### src/rtl/fsm_state_seq_pkg.sv
// ============================================================================
// Module   : fsm_pkg
// Purpose  : Shared state encoding for the microcoded control sequence.
// Revision : 1.0 - initial release
// ============================================================================
`default_nettype none

package fsm_pkg;

  localparam int NSTATES = 13;

  typedef enum logic [3:0] {
    S0  = 4'd0,
    S1  = 4'd1,
    S2  = 4'd2,
    S3  = 4'd3,
    S4  = 4'd4,
    S5  = 4'd5,
    S6  = 4'd6,
    S7  = 4'd7,
    S8  = 4'd8,
    S9  = 4'd9,
    S10 = 4'd10,
    S11 = 4'd11,
    S12 = 4'd12
  } state_t;

  localparam state_t LAST_STATE = S12;

endpackage

`default_nettype wire

### src/rtl/fsm_state_seq_if.sv
// ============================================================================
// Module   : fsm_state_seq_if
// Purpose  : Link between the next-state logic (master) and the state stage.
// Revision : 1.0 - initial release
// ============================================================================
`default_nettype none

interface fsm_state_seq_if #(
  parameter int NSTATES = fsm_pkg::NSTATES,
  parameter int DWELL_W = 8,
  parameter int CNT_W   = 8
);

  logic [3:0]         next;
  logic               en;
  logic [3:0]         state_out;
  logic [NSTATES-1:0] state_onehot;
  logic               entered;
  logic [DWELL_W-1:0] dwell;
  logic               timeout;
  logic               illegal_err;
  logic [CNT_W-1:0]   done_cnt;

  modport master (
    output next, en,
    input  state_out, state_onehot, entered, dwell, timeout, illegal_err, done_cnt
  );

  modport slave (
    input  next, en,
    output state_out, state_onehot, entered, dwell, timeout, illegal_err, done_cnt
  );

endinterface

`default_nettype wire

### src/rtl/fsm_state_seq_sat_counter.sv
// ============================================================================
// Module   : sat_counter
// Purpose  : Up-counter with synchronous clear that sticks at all-ones.
// Revision : 1.0 - initial release
// ============================================================================
`default_nettype none

module sat_counter #(
  parameter int W = 8
) (
  input  logic         clk,
  input  logic         rst_n,
  input  logic         clr,
  input  logic         inc,
  output logic [W-1:0] count
);

  logic [W-1:0] r_count;

  always_ff @(posedge clk or negedge rst_n) begin
    if (!rst_n) begin
      r_count <= '0;
    end else if (clr) begin
      r_count <= '0;
    end else if (inc && (r_count != {W{1'b1}})) begin
      r_count <= r_count + 1'b1;
    end
  end

  assign count = r_count;

endmodule

`default_nettype wire

### src/rtl/fsm_state_seq.sv
// ============================================================================
// Module   : fsm_state_seq
// Purpose  : Current-state register of the control FSM with stall, illegal
//            code recovery, dwell timeout and completed-pass counting.
// Revision : 1.0 - initial release
// ============================================================================
`default_nettype none

module fsm_state_seq
  import fsm_pkg::state_t;
  import fsm_pkg::S0;
#(
  parameter int NSTATES = fsm_pkg::NSTATES,
  parameter int DWELL_W = 8,
  parameter int TIMEOUT = 200,
  parameter int CNT_W   = 8
) (
  input  logic              clk,
  input  logic              rst_n,
  fsm_state_seq_if.slave    bus
);

  localparam logic [3:0]         c_LAST     = 4'(NSTATES - 1);
  localparam logic [DWELL_W-1:0] c_TMO_LAST = DWELL_W'(TIMEOUT - 1);

  state_t             r_state;
  logic               r_entered;
  logic               r_timeout;
  logic               r_illegal_err;
  logic [CNT_W-1:0]   r_done_cnt;
  logic [DWELL_W-1:0] w_dwell;

  logic w_illegal;
  logic w_change;
  logic w_force_tmo;
  logic w_wrap;

  assign w_illegal   = bus.en && (bus.next > c_LAST);
  assign w_change    = bus.en && (bus.next != r_state);
  // Timeout only applies while the state would otherwise stay put
  assign w_force_tmo = (w_dwell == c_TMO_LAST) && !w_change;
  assign w_wrap      = (r_state == c_LAST) && (bus.next == 4'd0);

  always_ff @(posedge clk or negedge rst_n) begin
    if (!rst_n) begin
      r_state       <= S0;
      r_entered     <= 1'b1;
      r_timeout     <= 1'b0;
      r_illegal_err <= 1'b0;
      r_done_cnt    <= '0;
    end else begin
      r_entered <= 1'b0;
      r_timeout <= 1'b0;
      if (w_illegal) begin
        r_state       <= S0;
        r_illegal_err <= 1'b1;
        r_entered     <= 1'b1;
      end else if (w_force_tmo) begin
        r_state   <= S0;
        r_timeout <= 1'b1;
        r_entered <= 1'b1;
      end else if (w_change) begin
        r_state   <= state_t'(bus.next);
        r_entered <= 1'b1;
        if (w_wrap) begin
          r_done_cnt <= r_done_cnt + 1'b1;
        end
      end
    end
  end

  sat_counter #(
    .W (DWELL_W)
  ) u_dwell (
    .clk   (clk),
    .rst_n (rst_n),
    .clr   (w_illegal | w_force_tmo | w_change),
    .inc   (1'b1),
    .count (w_dwell)
  );

  for (genvar i = 0; i < NSTATES; i++) begin : g_onehot
    assign bus.state_onehot[i] = (r_state == 4'(i));
  end

  assign bus.state_out   = r_state;
  assign bus.entered     = r_entered;
  assign bus.dwell       = w_dwell;
  assign bus.timeout     = r_timeout;
  assign bus.illegal_err = r_illegal_err;
  assign bus.done_cnt    = r_done_cnt;

endmodule

`default_nettype wire

### src/flat_wrapper.sv
// flat-port wrapper written by rule: the top's interface ports become plain ports
module fsm_state_seq_flat import fsm_pkg::state_t; import fsm_pkg::S0;
#(
  parameter int NSTATES = fsm_pkg::NSTATES,
  parameter int DWELL_W = 8,
  parameter int TIMEOUT = 200,
  parameter int CNT_W   = 8
)
  (clk, rst_n, bus_next, bus_en, bus_state_out, bus_state_onehot, bus_entered, bus_dwell, bus_timeout, bus_illegal_err, bus_done_cnt);
  fsm_state_seq_if #(.NSTATES(NSTATES), .DWELL_W(DWELL_W), .CNT_W(CNT_W)) bus_i ();
  input  logic clk;
  input  logic rst_n;
  input wire logic [$bits(bus_i.next)-1:0] bus_next;
  input wire logic [$bits(bus_i.en)-1:0] bus_en;
  output wire logic [$bits(bus_i.state_out)-1:0] bus_state_out;
  output wire logic [$bits(bus_i.state_onehot)-1:0] bus_state_onehot;
  output wire logic [$bits(bus_i.entered)-1:0] bus_entered;
  output wire logic [$bits(bus_i.dwell)-1:0] bus_dwell;
  output wire logic [$bits(bus_i.timeout)-1:0] bus_timeout;
  output wire logic [$bits(bus_i.illegal_err)-1:0] bus_illegal_err;
  output wire logic [$bits(bus_i.done_cnt)-1:0] bus_done_cnt;
  assign bus_i.next = bus_next;
  assign bus_i.en = bus_en;
  assign bus_state_out = bus_i.state_out;
  assign bus_state_onehot = bus_i.state_onehot;
  assign bus_entered = bus_i.entered;
  assign bus_dwell = bus_i.dwell;
  assign bus_timeout = bus_i.timeout;
  assign bus_illegal_err = bus_i.illegal_err;
  assign bus_done_cnt = bus_i.done_cnt;
  fsm_state_seq #(.NSTATES(NSTATES), .DWELL_W(DWELL_W), .TIMEOUT(TIMEOUT), .CNT_W(CNT_W)) u_core (.clk(clk), .rst_n(rst_n), .bus(bus_i));
endmodule
### config.mk
export PLATFORM = sky130hd
export DESIGN_NAME = fsm_state_seq_flat
export DESIGN_NICKNAME = d
export VERILOG_FILES = /design/src/rtl/fsm_state_seq_pkg.sv /design/src/rtl/fsm_state_seq_if.sv /design/src/rtl/fsm_state_seq_sat_counter.sv /design/src/rtl/fsm_state_seq.sv /design/src/flat_wrapper.sv
export SDC_FILE = /design/constraint.sdc
export NUM_CORES = 1
export LEC_CHECK = 0
export ABC_AREA = 1
export BUFFER_PORTS_ARGS = -buffer_cell sky130_fd_sc_hd__buf_2
export CORE_MARGIN = 2
export CORE_UTILIZATION = 51
export DETAILED_ROUTE_END_ITERATION = 16
export GPL_TIMING_DRIVEN = 0
export PLACE_DENSITY_LB_ADDON = 0.08
export SETUP_SLACK_MARGIN = 0.5
export SYNTH_ARGS = -nofsm -noshare
export SYNTH_HDL_FRONTEND = slang
export SYNTH_SLANG_ARGS = --single-unit
### constraint.sdc
create_clock -name clk -period 1.8 [get_ports clk]
set_input_delay 0.36 -clock clk [delete_from_list [all_inputs] [get_ports clk]]
set_output_delay 0.36 -clock clk [all_outputs]
set_load 0.01 [all_outputs]
==> results of run 1 <==
[flip-flops by register name (all words and copies together) (netlist names)]
name                    flops
u_core.bus.done_cnt         8
u_core.u_dwell.count        8
u_core.bus.state_out        4
u_core.bus.entered          1
u_core.bus.illegal_err      1
u_core.bus.timeout          1
[Yosys cell counts]
cell,number,share of area (%)
buf_12,1,1.4
dfrtp_1,22,38
dfstp_2,1,1.8
ha_1,2,1.7
inv_1,31,8.0
inv_2,2,0.52
nand2_1,50,13
nand2_2,7,3.0
nand2_4,1,0.78
nand3_1,11,3.8
nand3_2,2,1.4
nand3_4,2,2.4
nand4_1,7,3.0
nor2_1,32,8.3
nor2_2,5,2.2
nor3_1,2,0.69
o21ai_0,5,1.7
o21ai_1,1,0.34
o21ai_2,5,3.0
or2_2,2,0.86
xnor2_1,4,2.4
xor2_1,3,1.8
[power groups by stage]
stage | registers, µW | logic (µW) | clock network, µW
after global routing | 603 | 444 | 288
final | 597 | 396 | 251
after detailed placement | 604 | 280 | 0
after global placement | 603 | 278 | 0
after floorplan | 614 | 164 | 0
after CTS | 593 | 364 | 265
[layout make-up]
| cell class | count | area, µm² |
|---|---|---|
| Clock inverter | 1 | 7.507 |
| Inverter | 33 | 123.9 |
| Multi-Input combinational cell | 141 | 845.8 |
| Timing Repair Buffer | 70 | 501.7 |
| Buffer | 1 | 20.02 |
| Fill cell | 197 | 586.8 |
| Tap cell | 31 | 38.79 |
| Clock buffer | 3 | 22.52 |
| Sequential cell | 23 | 586.8 |
[layer usage]
metal	global-route usage, %	wire, µm	up-vias
met5	0	0	-
met4	4.983	29	0
met3	5.442	154	5
met2	39.94	1873	31
met1	24.71	1549	691
li1	-	-	765
[cell families (layout without fill, tap and decap cells)]
| family | after synthesis | count (layout) |
|---|---|---|
| simple gates | 121 | 121 |
| buf+inv | 34 | 108 |
| flops | 23 | 23 |
| compound gates | 11 | 11 |
| xor+xnor | 7 | 7 |
| fa+ha+maj | 2 | 2 |
[path summary, 6_finish.rpt]
| kind | cells past startpoint | start | slack [ps] | endpoint |
|---|---|---|---|---|
| max in group asynchronous | 2 | rst_n | 880 | u_core.bus.done_cnt[5] |
| hold reg to reg | 1 | u_core.bus.illegal_err | 480 | u_core.bus.illegal_err |
| hold / removal | 3 | bus_next[2] | 270 | u_core.bus.state_out[2] |
| setup reg to reg | 9 | u_core.bus.state_out[0] | 360 | u_core.u_dwell.count[4] |
| setup / recovery | 4 | u_core.bus.state_out[1] | 220 | bus_state_onehot[8] |
| min in group asynchronous | 2 | rst_n | 530 | u_core.bus.timeout |
[per-stage QoR]
step	cell area (µm²)	utilization, %	worst slack, ps	power (µW)	std cells
6_report	2147	78.54	217.8	1245	303
5_1_grt	2147	78.54	158.7	1335	303
4_1_cts	2042	74.69	245.9	1222	300
3_5_place_dp	1710	62.56	339.8	883.6	271
3_3_place_gp	1710	62.56	362.4	881.9	271
2_1_floorplan	1461	-	500.4	778.1	198
[worst register-to-register path: cells and delay by family (launching register included)]
| kind | cells | cell delay (ps) |
|---|---|---|
| AND/OR/NAND/NOR | 7 | 630 |
| flip-flops | 1 | 470 |
| buffers and inverters | 2 | 280 |
[what timing repair did]
item                                   4_1_cts  5_1_grt
setup endpoints to repair                   44       51
hold buffers                                 1        0
setup buffers                               23        3
gates resized for setup                     29       26
endpoints found under the hold margin       13        0
pin swaps                                    7       15
gates cloned                                 1        0
==> results.py, run 1 <==
metrics = {
    "logic_synthesis": {
        "synth-xor-area-share_pct": 4.224,
        "yosys.area_share.simple_pct": 39.31,
        "synth_top_family_by_area": "simple AND/OR/NAND/NOR gates",
        "synth_compound_area_share_pct": 5.086,
        "ys_ff_latch": 23,
        "syn-num-nets": 207,
        "ys_seq_area_share_pct": 39.74,
        "ys_types": 22,
        "syn-cell-area_mm2": 0.001451,
        "synthCells": 198,
        "synthAdderAreaFrac_pct": 1.724,
        "syn_avg_cell_area_um2": 7.330,
        "synthMuxAreaShare_pct": 0,
        "yosysWarnings": 0,
    },
    "layout": {
        "most-common-layout-cells": "41 x nand2_1, 37 x buf_2, 27 x inv_1",
        "area_delta_synth_final_pct": 47.93,
        "drive_gt1_share_pct": 50.74,
        "layout.nets": 282,
        "diodes": 0,
        "final_common_cell": "nand2_1",
    },
    "drt": {
        "avgViaCountPerCell": 4.924,
        "drt_iter0_drc": 38,
        "post_drt_wl_per_cell_um": 11.90,
        "drc": 0,
        "firstDrtPassIters": 4,
        "wl_mm": 3.606,
        "drtAntennaViolNets": 0,
        "vias": 1492,
    },
    "worst_setup_path": {
        "cp_num_buf_inv": 2,
        "cp-end-kind": "output port",
        "worstPathCellList": "nor2_4 -> inv_2 -> nor2_1 -> buf_2",
        "path_class": "flop to output port",
        "critical_path.max_stage_delay_ps": 470,
        "cp_top_family": "flip-flops",
        "cp.required_ps": 1440,
        "slowest_stage": "dfrtp_2",
        "arrival_ps": 1220,
        "critPathMaxFanout": 4,
        "worstSetupStartpointType": "flop",
    },
    "clocking": {
        "root_buffer": "clkbuf_4",
        "htreeDepth": 1,
        "cts_buffers": 3,
        "clkSinkCount": 23,
        "clk_pin_slew_worst_paths_ps": 130,
        "clk_path_buf_depth": 2,
        "cts_tree": "done",
        "clk_latency_ps": 330,
    },
    "timing": {
        "final_max_slew_viol_count": 0,
        "tightest_slew_ps": 530.4,
        "rsz0062_at_grt": "yes",
        "setup_viol": 0,
        "fin_skew_ps": 9.044,
        "hold_violations": 0,
        "fin_hold_ws_ps": 267.6,
        "maxSlewHeadroom_pct": 64.64,
        "setup_tns_ps": 0,
        "period_share_pct": 87.90,
        "finalCriticalPeriod_ps": 1582,
        "max_freq_mhz": 632.0,
    },
    "job": {
        "cap_violations": 0,
    },
    "floorplanning": {
        "fp.dieArea_mm2": 0.003288,
        "rows": 19,
        "num_io_pins": 43,
        "initial_core_util_pct": 53.09,
        "core-area_mm2": 0.002734,
        "die_h_um": 57.35,
        "die-width_um": 57.35,
    },
    "grt": {
        "grt_pass1_vias": 1313,
        "grtUsageTotal_pct": 21.57,
        "grt_overflow_total": 0,
        "antenna_found_initial": 0,
        "grt_max_degree": 24,
        "grt_pass1_wl_mm": 5.589,
    },
    "place": {
        "place_congestion": 0.7814,
        "io_buffers": 42,
        "hpwl_mm": 2.182,
    },
    "hold_path": {
        "hold_class": "primary input to flop",
    },
    "power": {
        "p_comb_share_pct": 31.8,
        "internal-power_uw": 819.7,
        "power.density_mw_per_mm2": 579.8,
        "leakage_uw": 0.001127,
        "switchingPower_uw": 425.1,
        "switching_share_pct": 34.15,
        "clkPwrFrac_pct": 20.2,
        "pwr-share-seq_pct": 48.0,
        "ir_drop_mv": 0.5235,
    },
    "outcome": {
        "outcome": "complete, no violations",
    },
}
No activity file was read; power rests on OpenSTA's default activity.
==> run 2, diff against run 1 <==
- CORE_UTILIZATION: 51 -> 46
- clock period: 1.8 -> 1.3 ns (I/O delays scaled with it)
==> results.py, run 2 (synthesis gave the netlist of run 1 again) <==
metrics = {
    "floorplanning": {
        "core-area_mm2": 0.003028,
        "num_io_pins": 43,
        "initial_core_util_pct": 47.93,
        "rows": 20,
        "die_h_um": 60.17,
        "die-width_um": 60.17,
        "fp.dieArea_mm2": 0.003620,
    },
    "timing": {
        "setup_viol": 38,
        "fin_skew_ps": 10.82,
        "setup_tns_ps": -5469,
        "fin_ws_ps": -210.5,
        "period_share_pct": 116.2,
        "hold_violations": 22,
        "fin_hold_ws_ps": -118.7,
        "final_max_slew_viol_count": 0,
        "tightest_slew_ps": 505.8,
        "finalCriticalPeriod_ps": 1510,
        "max_freq_mhz": 662.1,
        "rsz0062_at_grt": "yes",
        "maxSlewHeadroom_pct": 66.28,
    },
    "place": {
        "place_ws_ps": -133.0,
        "dpl_cell_area_mm2": 0.001834,
        "io_buffers": 42,
        "dp_cells": 284,
        "place_congestion": 0.8267,
        "hpwl_mm": 2.327,
    },
    "layout": {
        "layout.nets": 287,
        "area_delta_synth_final_pct": 61.29,
        "diodes": 0,
        "final_cells": 321,
        "drive_gt1_share_pct": 54.51,
        "final_common_cell": "nand2_1",
        "fin_area_mm2": 0.002341,
        "most-common-layout-cells": "43 x nand2_1, 31 x buf_2, 27 x buf_4",
    },
    "grt": {
        "grt_pass1_wl_mm": 5.982,
        "grtUsageTotal_pct": 21.81,
        "grt_max_degree": 24,
        "grt_overflow_total": 0,
        "grt_pass1_vias": 1401,
        "antenna_found_initial": 0,
    },
    "worst_setup_path": {
        "crit_start": "u_core.bus.state_out[0]",
        "cp.required_ps": 1040,
        "worstSetupStartpointType": "flop",
        "path_class": "flop to output port",
        "reg2reg_slack_ps": -170,
        "rr_endpoint": "u_core.bus.state_out[3]",
        "worstPathCellList": "nor2_4 -> nand3_2 -> inv_2 -> buf_6",
        "cp-end-kind": "output port",
        "critPathMaxFanout": 5,
        "r2r_cells": 9,
        "critical_path.max_stage_delay_ps": 500,
        "reg2reg_from": "u_core.bus.state_out[1]",
        "slowest_stage": "dfrtp_2",
        "arrival_ps": 1250,
        "setup.worst_path.end": "bus_state_onehot[12]",
    },
    "drt": {
        "drtAntennaViolNets": 0,
        "drc": 0,
        "drt_iter0_drc": 44,
        "wl_mm": 3.836,
        "avgViaCountPerCell": 4.816,
        "firstDrtPassIters": 6,
        "vias": 1546,
        "post_drt_wl_per_cell_um": 11.95,
    },
    "power": {
        "leakage_uw": 0.001197,
        "internal-power_uw": 1179,
        "ir_drop_mv": 0.6176,
        "switchingPower_uw": 688.2,
        "clkPwrFrac_pct": 18.4,
        "finalPower_uw": 1867,
        "power.density_mw_per_mm2": 797.6,
        "p_comb_share_pct": 36.9,
        "pwr-share-seq_pct": 44.7,
        "switching_share_pct": 36.86,
    },
    "clocking": {
        "cts_tree": "done",
        "clk_pin_slew_worst_paths_ps": 140,
        "clk_latency_ps": 320,
        "clkSinkCount": 23,
        "htreeDepth": 1,
        "clk_path_buf_depth": 2,
        "root_buffer": "clkbuf_4",
        "cts_buffers": 3,
    },
    "outcome": {
        "violations": "negative hold slack, negative setup slack",
        "outcome": "finished with violations",
    },
    "hold_path": {
        "hold_class": "primary input to asynchronous set/reset pin",
    },
    "job": {
        "cap_violations": 0,
    },
}
## run 2: repair_timing
action / 4_1_cts / 5_1_grt
gates cloned: 1 / 1
gates resized for setup: 31 / 20
pin swaps: 7 / 12
setup endpoints to repair: 59 / 59
setup buffers: 23 / 8
endpoints found under the hold margin: 22 / 22
## run 2: how the worst min path moves through the flow
stage,slack [ps],depth (start not counted),start,endpoint
2_1_floorplan,-40,0,rst_n,u_core.bus.done_cnt[0]
3_3_place_gp,260,1,rst_n,u_core.bus.done_cnt[7]
3_5_place_dp,260,1,rst_n,u_core.bus.done_cnt[7]
4_1_cts,-100,1,rst_n,u_core.bus.done_cnt[7]
5_1_grt,-100,1,rst_n,u_core.bus.done_cnt[7]
6_report,-120,1,rst_n,u_core.bus.done_cnt[7]
## run 2: critical path, delay by kind of cell (launching register included)
| kind | cells | cell delay (ps) |
|---|---|---|
| buffers and inverters | 2 | 160 |
| DFF | 1 | 500 |
| and+or+nand+nor | 2 | 280 |
## run 2: per-stage QoR
| step | hold slack, ps | utilization [%] |
|---|---|---|
| floorplan | -35.59 | - |
| global placement | 261.0 | 60.58 |
| detailed placement | 263.0 | 60.58 |
| CTS | -104.6 | 71.49 |
| global route | -97.08 | 77.31 |
| finish | -118.7 | 77.31 |
## run 2: cell type report
class | count | area (µm²)
fillers | 220 | 686.9
multi-input cells | 142 | 965.9
clock buffers | 3 | 22.52
well taps | 44 | 55.05
plain buffers | 1 | 20.02
flip-flops and latches | 23 | 584.3
inverters | 33 | 136.4
repair buffers | 74 | 551.8
clock inverters | 1 | 5.005
## run 2: power by group through the flow
stage / registers [µW] / logic (µW) / clock network (µW)
final: 834 / 690 / 343
after global routing: 841 / 755 / 381
after CTS: 831 / 613 / 346
after detailed placement: 847 / 471 / 0
after global placement: 849 / 463 / 0
after floorplan: 860 / 300 / 0
## run 2: per-layer routing
layer,part of all wire [%],routed length [µm],GRT usage [%]
met4,2.1,82,7.937
met3,4.6,175,4.545
met5,0,0,0
met2,51,1941,36.80
met1,43,1636,27.30
==> run 3, diff against run 2 <==
- RECOVER_POWER: unset -> 50
==> results.py, run 3 (synthesis gave the netlist of run 1 again) <==
metrics = {
    "outcome": {
        "outcome": "finished with violations",
        "violations": "negative setup slack",
    },
    "grt": {
        "antenna_found_initial": 0,
        "grtUsageTotal_pct": 21.81,
        "grt_overflow_total": 0,
        "grt_pass1_wl_mm": 5.982,
        "grt_max_degree": 24,
        "grt_pass1_vias": 1401,
    },
    "worst_setup_path": {
        "worstSetupStartpointType": "flop",
        "cp.required_ps": 1040,
        "path_class": "flop to output port",
        "slowest_stage": "dfrtp_2",
        "arrival_ps": 1250,
        "critPathMaxFanout": 5,
        "cp-end-kind": "output port",
        "reg2reg_slack_ps": -180,
        "cp_top_family": "flip-flops",
        "critical_path.max_stage_delay_ps": 500,
        "cp_num_buf_inv": 2,
        "worstPathCellList": "nor2_4 -> nand3_2 -> inv_2 -> buf_6",
    },
    "floorplanning": {
        "core-area_mm2": 0.003028,
        "num_io_pins": 43,
        "initial_core_util_pct": 47.93,
        "die-width_um": 60.17,
        "fp.dieArea_mm2": 0.003620,
        "die_h_um": 60.17,
        "rows": 20,
    },
    "timing": {
        "tightest_slew_ps": 1206,
        "hold_violations": 0,
        "setup_viol": 38,
        "maxSlewHeadroom_pct": 19.62,
        "fin_skew_ps": 11.51,
        "setup_tns_ps": -5601,
        "finalCriticalPeriod_ps": 1509,
        "period_share_pct": 116.1,
        "rsz0062_at_grt": "yes",
        "fin_ws_ps": -209.4,
        "final_max_slew_viol_count": 0,
        "max_freq_mhz": 662.5,
    },
    "place": {
        "place_ws_ps": -133.0,
        "place_congestion": 0.8267,
        "hpwl_mm": 2.327,
        "io_buffers": 42,
        "dpl_cell_area_mm2": 0.001834,
        "dp_cells": 284,
    },
    "drt": {
        "avgViaCountPerCell": 4.822,
        "post_drt_wl_per_cell_um": 11.95,
        "vias": 1548,
        "drtAntennaViolNets": 0,
        "wl_mm": 3.835,
        "firstDrtPassIters": 5,
        "drc": 0,
        "drt_iter0_drc": 44,
    },
    "layout": {
        "fin_area_mm2": 0.002340,
        "area_delta_synth_final_pct": 61.21,
        "most-common-layout-cells": "43 x nand2_1, 30 x buf_2, 27 x buf_4",
        "diodes": 0,
        "layout.nets": 287,
        "drive_gt1_share_pct": 54.15,
        "seq_area_um2": 584.3,
        "multi_input_area_um2": 965.9,
        "fillCellCount": 221,
        "final_cells": 321,
        "final_common_cell": "nand2_1",
    },
    "clocking": {
        "root_buffer": "clkbuf_4",
        "cts_tree": "done",
        "clkSinkCount": 23,
        "htreeDepth": 1,
        "cts_buffers": 3,
        "clk_latency_ps": 320,
        "clk_path_buf_depth": 2,
        "clk_pin_slew_worst_paths_ps": 140,
    },
    "power": {
        "ir_drop_mv": 0.6192,
        "power.density_mw_per_mm2": 797.6,
        "finalPower_uw": 1866,
        "leakage_uw": 0.001195,
    },
    "job": {
        "cap_violations": 0,
    },
    "hold_path": {
        "hold_class": "primary input to asynchronous set/reset pin",
    },
}
==> run 3: cell count changes in the layout (fill, tap and decap cells not counted) <==
cell / delta
buf_2: -1
clkbuf_1: +1
==> run 3: worst register-to-register path, cell delays in order, from the launching register on <==
cell and delay, ps:
dfrtp_2 500, buf_4 170, nand2_1 60, nand2_1 60, nor2_2 150, nand2_4 110
nand3_4 130, buf_4 130, xor2_1 130
==> run 3: what timing repair did <==
item / 4_1_cts / 5_1_grt
hold endpoints to repair: 22 / 22
setup buffers: 23 / 8
resized for setup: 31 / 20
pin swaps: 7 / 12
cloned: 1 / 1
endpoints found under the setup margin: 59 / 59
==> run 3: path summary, 6_finish.rpt <==
check / startpoint / to / cells past startpoint
max: u_core.bus.state_out[0] / bus_state_onehot[12] / 4
min: rst_n / u_core.bus.done_cnt[7] / 1
max reg2reg: u_core.bus.state_out[1] / u_core.bus.done_cnt[0] / 8
min reg2reg: u_core.bus.done_cnt[3] / u_core.bus.done_cnt[3] / 2
max in group asynchronous: rst_n / u_core.u_dwell.count[4] / 1
min in group clk: bus_next[2] / u_core.bus.state_out[2] / 3
==> run 3: report_power, final <==
group          switching, µW  internal, µW
clock network            227           115
logic                    392           297
registers               68.3           766
total                    688          1180
==> run 3: cell type report <==
| type | instances | area share (%) |
|---|---|---|
| multi-input cells | 142 | 41.28 |
| well taps | 44 | 2.353 |
| flip-flops and latches | 23 | 24.97 |
| clock buffers | 3 | 0.9626 |
| plain buffers | 1 | 0.8556 |
| repair buffers | 74 | 23.53 |
| inverters | 33 | 5.829 |
| clock inverters | 1 | 0.2139 |
==> run 3: per-layer routing <==
layer / track usage (%) / routed length (µm) / up-vias
li1: - / - / 776
met1: 27.30 / 1628 / 695
met2: 36.80 / 1941 / 59
met3: 4.545 / 183 / 18
met4: 7.937 / 82 / 0
met5: 0 / 0 / -
==> run 3: per-stage QoR <==
step	hold WS (ps)	utilization, %
2_1_floorplan	-35.59	-
3_3_place_gp	261.0	60.58
3_5_place_dp	263.0	60.58
4_1_cts	-104.6	71.49
5_1_grt	180.3	77.27
6_report	149.2	77.27
